==> src/rtl/alu_pkg.sv <==
// Shared ALU issue-stage definitions: ALU_Op codes, RISC-V opcode/funct3
// constants and the skid-buffer state encoding.
package alu_pkg;

    typedef enum logic [3:0] {
        ALU_AND = 4'b0000,
        ALU_OR  = 4'b0001,
        ALU_ADD = 4'b0010,
        ALU_SUB = 4'b0110,
        ALU_SLT = 4'b0111,
        ALU_NOR = 4'b1100
    } alu_op_t;

    localparam logic [6:0] OPC_R      = 7'b0110011;
    localparam logic [6:0] OPC_I      = 7'b0010011;
    localparam logic [6:0] OPC_LOAD   = 7'b0000011;
    localparam logic [6:0] OPC_STORE  = 7'b0100011;
    localparam logic [6:0] OPC_BRANCH = 7'b1100011;

    localparam logic [2:0] F3_ADD = 3'b000;
    localparam logic [2:0] F3_SLT = 3'b010;
    localparam logic [2:0] F3_OR  = 3'b110;
    localparam logic [2:0] F3_AND = 3'b111;
    localparam logic [2:0] F3_BEQ = 3'b000;

    typedef enum logic [1:0] {
        ST_EMPTY = 2'd0,
        ST_ONE   = 2'd1,
        ST_TWO   = 2'd2
    } state_t;

    function automatic logic arith_f3_legal(input logic [2:0] f3);
        return (f3 == F3_ADD) || (f3 == F3_SLT) || (f3 == F3_OR) || (f3 == F3_AND);
    endfunction

    // Caller must have checked arith_f3_legal; anything else falls back to ADD.
    function automatic alu_op_t arith_op(input logic [2:0] f3, input logic sub);
        alu_op_t op;
        case (f3)
            F3_ADD:  op = sub ? ALU_SUB : ALU_ADD;
            F3_SLT:  op = ALU_SLT;
            F3_OR:   op = ALU_OR;
            F3_AND:  op = ALU_AND;
            default: op = ALU_ADD;
        endcase
        return op;
    endfunction

endpackage

==> src/rtl/alu_issue_stage_if.sv <==
// Decode-side and ALU-side handshake bundle of the ALU issue stage.
// valid/ready: a beat transfers on a rising edge exactly when valid && ready are both 1.
interface alu_issue_stage_if #(
    parameter int XLEN       = 64,
    parameter int N_REG_BITS = 5
);
    logic                  in_valid;
    logic                  in_ready;
    logic [6:0]            opcode;
    logic [2:0]            funct3;
    logic                  funct7_5;
    logic [XLEN-1:0]       rs1_data;
    logic [XLEN-1:0]       rs2_data;
    logic [XLEN-1:0]       imm;
    logic [N_REG_BITS-1:0] rd;
    logic                  flush;

    logic                  out_valid;
    logic                  out_ready;
    logic [XLEN-1:0]       out_a;
    logic [XLEN-1:0]       out_b;
    logic [3:0]            out_alu_op;
    logic [N_REG_BITS-1:0] out_rd;
    logic [XLEN-1:0]       out_store_data;
    logic                  out_is_branch;
    logic                  out_is_store;
    logic                  out_illegal;

    modport slave (
        input  in_valid, opcode, funct3, funct7_5, rs1_data, rs2_data, imm, rd, flush, out_ready,
        output in_ready, out_valid, out_a, out_b, out_alu_op, out_rd, out_store_data,
               out_is_branch, out_is_store, out_illegal
    );

    modport master (
        output in_valid, opcode, funct3, funct7_5, rs1_data, rs2_data, imm, rd, flush, out_ready,
        input  in_ready, out_valid, out_a, out_b, out_alu_op, out_rd, out_store_data,
               out_is_branch, out_is_store, out_illegal
    );
endinterface

==> src/rtl/alu_ctrl_decode.sv <==
// Combinational ALU control decode: opcode/funct3/funct7_5 to ALU_Op, operand
// selection and side-band flags.
module alu_ctrl_decode
    import alu_pkg::*;
#(
    parameter int XLEN = 64
) (
    input  logic [6:0]      opcode,
    input  logic [2:0]      funct3,
    input  logic            funct7_5,
    input  logic [XLEN-1:0] rs1_data,
    input  logic [XLEN-1:0] rs2_data,
    input  logic [XLEN-1:0] imm,
    output logic [XLEN-1:0] a,
    output logic [XLEN-1:0] b,
    output logic [3:0]      alu_op,
    output logic [XLEN-1:0] store_data,
    output logic            is_branch,
    output logic            is_store,
    output logic            illegal
);

    logic use_rs2;

    always_comb begin
        alu_op     = ALU_ADD;
        use_rs2    = 1'b0;
        store_data = '0;
        is_branch  = 1'b0;
        is_store   = 1'b0;
        illegal    = 1'b0;
        case (opcode)
            OPC_R: begin
                use_rs2 = 1'b1;
                if (arith_f3_legal(funct3)) alu_op = arith_op(funct3, funct7_5);
                else                        illegal = 1'b1;
            end
            OPC_I: begin
                if (arith_f3_legal(funct3)) alu_op = arith_op(funct3, 1'b0);
                else                        illegal = 1'b1;
            end
            OPC_LOAD: alu_op = ALU_ADD;
            OPC_STORE: begin
                alu_op     = ALU_ADD;
                is_store   = 1'b1;
                store_data = rs2_data;
            end
            OPC_BRANCH: begin
                if (funct3 == F3_BEQ) begin
                    alu_op    = ALU_SUB;
                    is_branch = 1'b1;
                    use_rs2   = 1'b1;
                end else begin
                    illegal = 1'b1;
                end
            end
            default: illegal = 1'b1;
        endcase
    end

    assign a = rs1_data;
    assign b = use_rs2 ? rs2_data : imm;

endmodule

==> src/rtl/alu_issue_stage.sv <==
// ALU issue stage: decodes an instruction and holds it in a two-entry skid
// buffer (main, skid) so in_ready can be registered without losing throughput.
module alu_issue_stage
    import alu_pkg::*;
#(
    parameter int XLEN       = 64,
    parameter int N_REG_BITS = 5
) (
    input  logic   clk,
    input  logic   rst_n,
    alu_issue_stage_if.slave io,
    output state_t dbg_state
);

    typedef struct packed {
        logic [XLEN-1:0]       a;
        logic [XLEN-1:0]       b;
        logic [3:0]            alu_op;
        logic [N_REG_BITS-1:0] rd;
        logic [XLEN-1:0]       store_data;
        logic                  is_branch;
        logic                  is_store;
        logic                  illegal;
    } entry_t;

    state_t state_q, state_d;
    entry_t main_q, main_d;
    entry_t skid_q, skid_d;
    entry_t dec;
    logic   in_ready_q, in_ready_d;
    logic   out_valid;
    logic   accept, consume;

    alu_ctrl_decode #(.XLEN(XLEN)) u_decode (
        .opcode     (io.opcode),
        .funct3     (io.funct3),
        .funct7_5   (io.funct7_5),
        .rs1_data   (io.rs1_data),
        .rs2_data   (io.rs2_data),
        .imm        (io.imm),
        .a          (dec.a),
        .b          (dec.b),
        .alu_op     (dec.alu_op),
        .store_data (dec.store_data),
        .is_branch  (dec.is_branch),
        .is_store   (dec.is_store),
        .illegal    (dec.illegal)
    );
    assign dec.rd = io.rd;

    assign out_valid = (state_q != ST_EMPTY);
    assign accept    = io.in_valid && in_ready_q;
    assign consume   = out_valid && io.out_ready;

    always_comb begin
        state_d = state_q;
        main_d  = main_q;
        skid_d  = skid_q;
        case (state_q)
            ST_EMPTY: begin
                if (accept) begin
                    state_d = ST_ONE;
                    main_d  = dec;
                end
            end
            ST_ONE: begin
                if (accept && consume) begin
                    main_d = dec;
                end else if (accept) begin
                    state_d = ST_TWO;
                    skid_d  = dec;
                end else if (consume) begin
                    state_d = ST_EMPTY;
                    main_d  = '0;
                end
            end
            ST_TWO: begin
                // in_ready is low here, so only the drain direction can move.
                if (consume) begin
                    state_d = ST_ONE;
                    main_d  = skid_q;
                    skid_d  = '0;
                end
            end
            default: begin
                state_d = ST_EMPTY;
                main_d  = '0;
                skid_d  = '0;
            end
        endcase
        if (io.flush) begin
            state_d = ST_EMPTY;
            main_d  = '0;
            skid_d  = '0;
        end
        in_ready_d = (state_d != ST_TWO);
    end

    always_ff @(posedge clk or negedge rst_n) begin
        if (!rst_n) begin
            state_q    <= ST_EMPTY;
            main_q     <= '0;
            skid_q     <= '0;
            in_ready_q <= 1'b1;
        end else begin
            state_q    <= state_d;
            main_q     <= main_d;
            skid_q     <= skid_d;
            in_ready_q <= in_ready_d;
        end
    end

    // Gating by out_valid keeps every output at zero while the stage is empty,
    // including immediately on asynchronous reset.
    assign io.in_ready       = in_ready_q;
    assign io.out_valid      = out_valid;
    assign io.out_a          = out_valid ? main_q.a          : '0;
    assign io.out_b          = out_valid ? main_q.b          : '0;
    assign io.out_alu_op     = out_valid ? main_q.alu_op     : '0;
    assign io.out_rd         = out_valid ? main_q.rd         : '0;
    assign io.out_store_data = out_valid ? main_q.store_data : '0;
    assign io.out_is_branch  = out_valid && main_q.is_branch;
    assign io.out_is_store   = out_valid && main_q.is_store;
    assign io.out_illegal    = out_valid && main_q.illegal;
    assign dbg_state         = state_q;

endmodule

==> src/flat_wrapper.sv <==
// flat-port wrapper written by rule: the top's interface ports become plain ports
module alu_issue_stage_flat import alu_pkg::*;
#(
    parameter int XLEN       = 64,
    parameter int N_REG_BITS = 5
)
  (clk, rst_n, dbg_state, io_in_valid, io_opcode, io_funct3, io_funct7_5, io_rs1_data, io_rs2_data, io_imm, io_rd, io_flush, io_out_ready, io_in_ready, io_out_valid, io_out_a, io_out_b, io_out_alu_op, io_out_rd, io_out_store_data, io_out_is_branch, io_out_is_store, io_out_illegal);
  alu_issue_stage_if #(.XLEN(XLEN), .N_REG_BITS(N_REG_BITS)) io_i ();
  input  logic clk;
  input  logic rst_n;
  output state_t dbg_state;
  input wire logic [$bits(io_i.in_valid)-1:0] io_in_valid;
  input wire logic [$bits(io_i.opcode)-1:0] io_opcode;
  input wire logic [$bits(io_i.funct3)-1:0] io_funct3;
  input wire logic [$bits(io_i.funct7_5)-1:0] io_funct7_5;
  input wire logic [$bits(io_i.rs1_data)-1:0] io_rs1_data;
  input wire logic [$bits(io_i.rs2_data)-1:0] io_rs2_data;
  input wire logic [$bits(io_i.imm)-1:0] io_imm;
  input wire logic [$bits(io_i.rd)-1:0] io_rd;
  input wire logic [$bits(io_i.flush)-1:0] io_flush;
  input wire logic [$bits(io_i.out_ready)-1:0] io_out_ready;
  output wire logic [$bits(io_i.in_ready)-1:0] io_in_ready;
  output wire logic [$bits(io_i.out_valid)-1:0] io_out_valid;
  output wire logic [$bits(io_i.out_a)-1:0] io_out_a;
  output wire logic [$bits(io_i.out_b)-1:0] io_out_b;
  output wire logic [$bits(io_i.out_alu_op)-1:0] io_out_alu_op;
  output wire logic [$bits(io_i.out_rd)-1:0] io_out_rd;
  output wire logic [$bits(io_i.out_store_data)-1:0] io_out_store_data;
  output wire logic [$bits(io_i.out_is_branch)-1:0] io_out_is_branch;
  output wire logic [$bits(io_i.out_is_store)-1:0] io_out_is_store;
  output wire logic [$bits(io_i.out_illegal)-1:0] io_out_illegal;
  assign io_i.in_valid = io_in_valid;
  assign io_i.opcode = io_opcode;
  assign io_i.funct3 = io_funct3;
  assign io_i.funct7_5 = io_funct7_5;
  assign io_i.rs1_data = io_rs1_data;
  assign io_i.rs2_data = io_rs2_data;
  assign io_i.imm = io_imm;
  assign io_i.rd = io_rd;
  assign io_i.flush = io_flush;
  assign io_i.out_ready = io_out_ready;
  assign io_in_ready = io_i.in_ready;
  assign io_out_valid = io_i.out_valid;
  assign io_out_a = io_i.out_a;
  assign io_out_b = io_i.out_b;
  assign io_out_alu_op = io_i.out_alu_op;
  assign io_out_rd = io_i.out_rd;
  assign io_out_store_data = io_i.out_store_data;
  assign io_out_is_branch = io_i.out_is_branch;
  assign io_out_is_store = io_i.out_is_store;
  assign io_out_illegal = io_i.out_illegal;
  alu_issue_stage #(.XLEN(XLEN), .N_REG_BITS(N_REG_BITS)) u_core (.clk(clk), .rst_n(rst_n), .io(io_i), .dbg_state(dbg_state));
endmodule
==> config.mk <==
export PLATFORM = sky130hd
export DESIGN_NAME = alu_issue_stage_flat
export DESIGN_NICKNAME = d
export VERILOG_FILES = /design/src/rtl/alu_pkg.sv /design/src/rtl/alu_issue_stage_if.sv /design/src/rtl/alu_ctrl_decode.sv /design/src/rtl/alu_issue_stage.sv /design/src/flat_wrapper.sv
export SDC_FILE = /design/constraint.sdc
export NUM_CORES = 1
export LEC_CHECK = 0
export BUFFER_PORTS_ARGS = -buffer_cell sky130_fd_sc_hd__buf_2
export CAP_MARGIN = 10
export CORE_MARGIN = 2
export CORE_UTILIZATION = 35
export CTS_BUF_LIST = sky130_fd_sc_hd__clkbuf_8
export DETAILED_ROUTE_END_ITERATION = 7
export PLACE_DENSITY = 0.63
export SYNTH_ARGS = -nofsm -noshare
export SYNTH_HDL_FRONTEND = slang
export SYNTH_SLANG_ARGS = --single-unit
==> constraint.sdc <==
create_clock -name clk -period 2.91 [get_ports clk]
set_clock_uncertainty 0.05 [all_clocks]
set_input_delay 0.291 -clock clk [delete_from_list [all_inputs] [get_ports clk]]
set_output_delay 0.291 -clock clk [all_outputs]
set_load 0.1 [all_outputs]
==> results by group <==
Worst setup path
  • Worst EP arrival: 3350 ps
  • Endpoint type of the worst setup path: flop
  • Ordered list of cells on the worst path: buf_4 -> and4bb_4 -> buf_12 -> a22o_1 -> a221o_1 -> dlygate4sd3_1
  • Worst setup SP type: flop
  • Endpoint of the lowest-slack register-to-register path: u_core.main_q[100]$_DFFE_PN0P_
  • Required time worst endpoint: 3440 ps
  • Family of cells with the greatest summed delay on the critical path: buffers and inverters
  • Slowest stage delay, CP: 790 ps
  • Buffering stage count on the worst path with inverters included: 3
  • Highest fanout seen on the critical path: 51
  • Logic depth of the worst register-to-register path: 6
  • Slack of the worst reg-to-reg path: 90 ps
  • Slowest cell on the critical path: sky130_fd_sc_hd__and4bb_4
  • Reg-to-reg critical path startpoint: u_core.dbg_state[0]$_DFF_PN0_
  • Crit Path Class: reg -> reg

Route
  • DRC: 7
  • Initial drt markers: between 1500 and 2000
  • Via count: 16800
  • Number of optimization iterations in the first detailed-route pass: 8
  • Wire length after detailed routing: ~66 mm
  • Vias per std cell: 5.68
  • Wire length per cell: ~22 um
  • Antenna violation net count after detailed routing: 0

Power and ir drop
  • Clk pwr share: 40.7%
  • Final Total Pwr: 14.0 mW
  • Switching pwr: approximately 4.2 mW
  • Static leakage: 13.2 nW
  • Design internal power: 9.76 mW
  • Power density of the placed cells: 545 mW/mm^2
  • Gate power share: 16.3%
  • Sw Share: 30.1%
  • Share of power burned in registers: 43.0%
  • Worst-case vdd ir drop: 390 uV

Die
  • Number of top-level pins: approximately 420
  • Full die area: 0.0547 sq mm
  • Initial Utilization: 35.3%
  • Chip Height: 234 um
  • Std cell rows: 84
  • Area of the core region: roughly 0.052 sq mm
  • Chip Width: roughly 230 um

Run
  • Max Cap Violations: 0

STA
  • Worst setup margin: 93.6 ps
  • Summed negative setup slack over all endpoints: 0 ps
  • Maximum clock frequency: 355 MHz
  • Count of endpoints failing hold in the final timing report: 0
  • Number of setup violations in the final report: 0
  • Setup repair after global routing missed its margin: yes
  • Hold WS: 110 ps
  • Final period util: 96.8%
  • Shortest clock period the worst path allows after layout: 2820 ps
  • Actual transition at the worst max-transition pin: 1040 ps
  • Number of slew-limit violations in the final report: 0
  • Worst max-slew margin expressed relative to the limit: 30.5%

Clock tree
  • Root Driver: sky130_fd_sc_hd__clkbuf_8
  • Number of CTS-inserted buffers: 73
  • Clock transition at the register clock pins on the worst setup and hold paths after CTS: 60 ps
  • Worst skew pair latency: 640 ps
  • Number of H-tree levels: 3
  • Deepest clock path buffer count: 3
  • CTS tree: built
  • Clk sinks: 409

Logic synthesis
  • Netlist cell types: 47
  • Mapped Nets: 1830
  • Top_reg_cell synth: sky130_fd_sc_hd__dfrtp_1
  • EDFF count, synth: 0
  • Syn_area_per_cell: 11.4 sq um
  • Share of flip-flops with an asynchronous set or reset: 100%
  • Count of mapped cells out of synthesis: 1617
  • Count of warnings emitted by yosys: 0
  • Synthesized area: 0.0185 sq mm
  • Portion of the post-synthesis area used by sequential elements: 55.4%
  • Number of synthesized register bits: 409

GRT
  • Wire length of the first global-routing pass: 99.3 mm
  • Vias in the first global route: 17100
  • Antenna violations before repair: 4
  • Grt ovf: 0
  • Largest net degree at the start of global routing: 126
  • GRT Resource Usage Total: 23.2%

Worst hold path
  • Destination of the worst hold path: u_core.main_q[2]$_DFFE_PN0P_
  • Worst min-delay path category: in -> reg
  • Worst hold path stage count: 4
  • Worst min-delay path startpoint: io_opcode[6]

Cells and area
  • Multi-input combinational cell area: 0.00736 sq mm
  • Filler instances: 4639
  • Final core utilization: 48.9%
  • Register cell area after layout: 0.0102 sq mm
  • Area growth syn-to-layout: 38.6%
  • NumNets Final: 2430
  • Fraction of final layout cells sized beyond drive strength 1: 26.6%

Run status
  • Failing checks: design-rule violations
  • Run status: finished, violations left

Placement
  • PortBufs: 419
  • Setup slack after placement: roughly 310 ps
  • HPWL after DPL: 37.0 mm
  • Global placement routability congestion: around 0.8
[flip-flops by register name, summed over array words and instances (netlist names)]
register            flops
u_core.skid_q         203
u_core.dbg_state        2
u_core.main_q         203
u_core.io.in_ready      1
[through the flow]
stage,instances,instance area (sq um)
finish,2963,25600
CTS,2957,25200
detailed placement,2602,21300
floorplan,1617,18500
global route,2961,25600
global placement,2602,21300
[layer usage]
layer	global-route usage, %	wire length [um]
met1	31.5	27800
met2	35.7	30500
met3	5.76	5340
met4	8.62	1890
met5	0	13
[synthesized netlist by cell type, types with 3 or more instances]
cell	instances	area, sq um
sky130_fd_sc_hd__dfrtp_1	408	10200
sky130_fd_sc_hd__buf_1	5	18.8
sky130_fd_sc_hd__clkbuf_1	86	323
sky130_fd_sc_hd__buf_2	56	280
sky130_fd_sc_hd__nand2_1	81	304
sky130_fd_sc_hd__clkbuf_2	7	35.0
sky130_fd_sc_hd__o21ai_0	5	25.0
sky130_fd_sc_hd__a222oi_1	64	641
sky130_fd_sc_hd__a41o_1	29	290
sky130_fd_sc_hd__and2_1	298	1860
sky130_fd_sc_hd__o21ai_1	70	350
sky130_fd_sc_hd__nor2b_1	3	18.8
sky130_fd_sc_hd__and3_1	4	25.0
sky130_fd_sc_hd__a21oi_1	4	20.0
sky130_fd_sc_hd__nor2_1	7	26.3
sky130_fd_sc_hd__buf_6	8	90.1
sky130_fd_sc_hd__inv_1	66	248
sky130_fd_sc_hd__a221o_1	120	1200
sky130_fd_sc_hd__a21boi_0	3	22.5
sky130_fd_sc_hd__and4_1	8	70.1
sky130_fd_sc_hd__a22o_1	169	1480
sky130_fd_sc_hd__a22oi_1	73	548
sky130_fd_sc_hd__a211o_1	10	87.6
sky130_fd_sc_hd__and4bb_1	3	37.5
[cell usage in the layout (no fill, tap or decap), drive strengths merged, types with 7 or more instances in the layout]
master,Yosys,layout
a211o,10,10
a21oi,6,7
a221o,120,120
a222oi,64,64
a22o,169,169
a22oi,73,73
a41o,29,29
and2,298,298
and4,8,8
buf,70,319
clkbuf,93,237
dfrtp,408,408
dlygate4sd3,0,223
inv,66,92
nand2,81,81
nor2,7,7
o21ai,75,75
[layout make-up]
class | instances | area share [%]
inverters | 66 | 0.966
clock inverters | 38 | 1.02
flip-flops and latches | 409 | 39.9
repair buffers | 686 | 21.0
diodes | 2 | 0.0195
multi-input cells | 981 | 28.7
well taps | 688 | 3.36
clock buffers | 93 | 4.99
[worst max path at each step]
stage,cells past startpoint,start,to
6_report,6,u_core.dbg_state[0]$_DFF_PN0_,u_core.main_q[100]$_DFFE_PN0P_
5_1_grt,6,u_core.dbg_state[0]$_DFF_PN0_,u_core.main_q[100]$_DFFE_PN0P_
4_1_cts,4,u_core.dbg_state[0]$_DFF_PN0_,io_out_b[15]
3_5_place_dp,7,io_opcode[2],u_core.main_q[102]$_DFFE_PN0P_
3_3_place_gp,7,io_opcode[2],u_core.main_q[100]$_DFFE_PN0P_
2_1_floorplan,6,u_core.dbg_state[1]$_DFF_PN0_,io_out_b[10]
[repair_timing]
item / in CTS / in global routing
endpoints found under the setup margin: 180 / 162
resized for setup: 36 / 144
pin swaps: 1 / 0
cloned: 1 / 2
hold buffers: 223 / 0
endpoints found under the hold margin: 463 / 0
setup buffers: 0 / 2
[worst reg2reg max path, stage by stage, from the launching register on]
cell and delay [ps]:
sky130_fd_sc_hd__dfrtp_2 460, sky130_fd_sc_hd__buf_4 180, sky130_fd_sc_hd__and4bb_4 790, sky130_fd_sc_hd__buf_12 410, sky130_fd_sc_hd__a22o_1 220, sky130_fd_sc_hd__a221o_1 120, sky130_fd_sc_hd__dlygate4sd3_1 540
[power groups by stage]
stage | clock, mW | combinational [mW] | sequential, mW
6_report | 5.68 | 2.28 | 6.01
5_1_grt | 6.09 | 2.42 | 6.03
4_1_cts | 5.81 | 2.23 | 6.01
3_5_place_dp | 0 | 1.97 | 6.11
3_3_place_gp | 0 | 1.95 | 6.10
2_1_floorplan | 0 | 1.23 | 6.08
[cell families after synthesis]
family	after synthesis	synth area share [%]
other cells	1	0.0203
simple gates	417	13.3
flops	409	55.4
compound gates	561	25.9
buf+inv	229	5.42
Power figures use the tool's default switching activity.
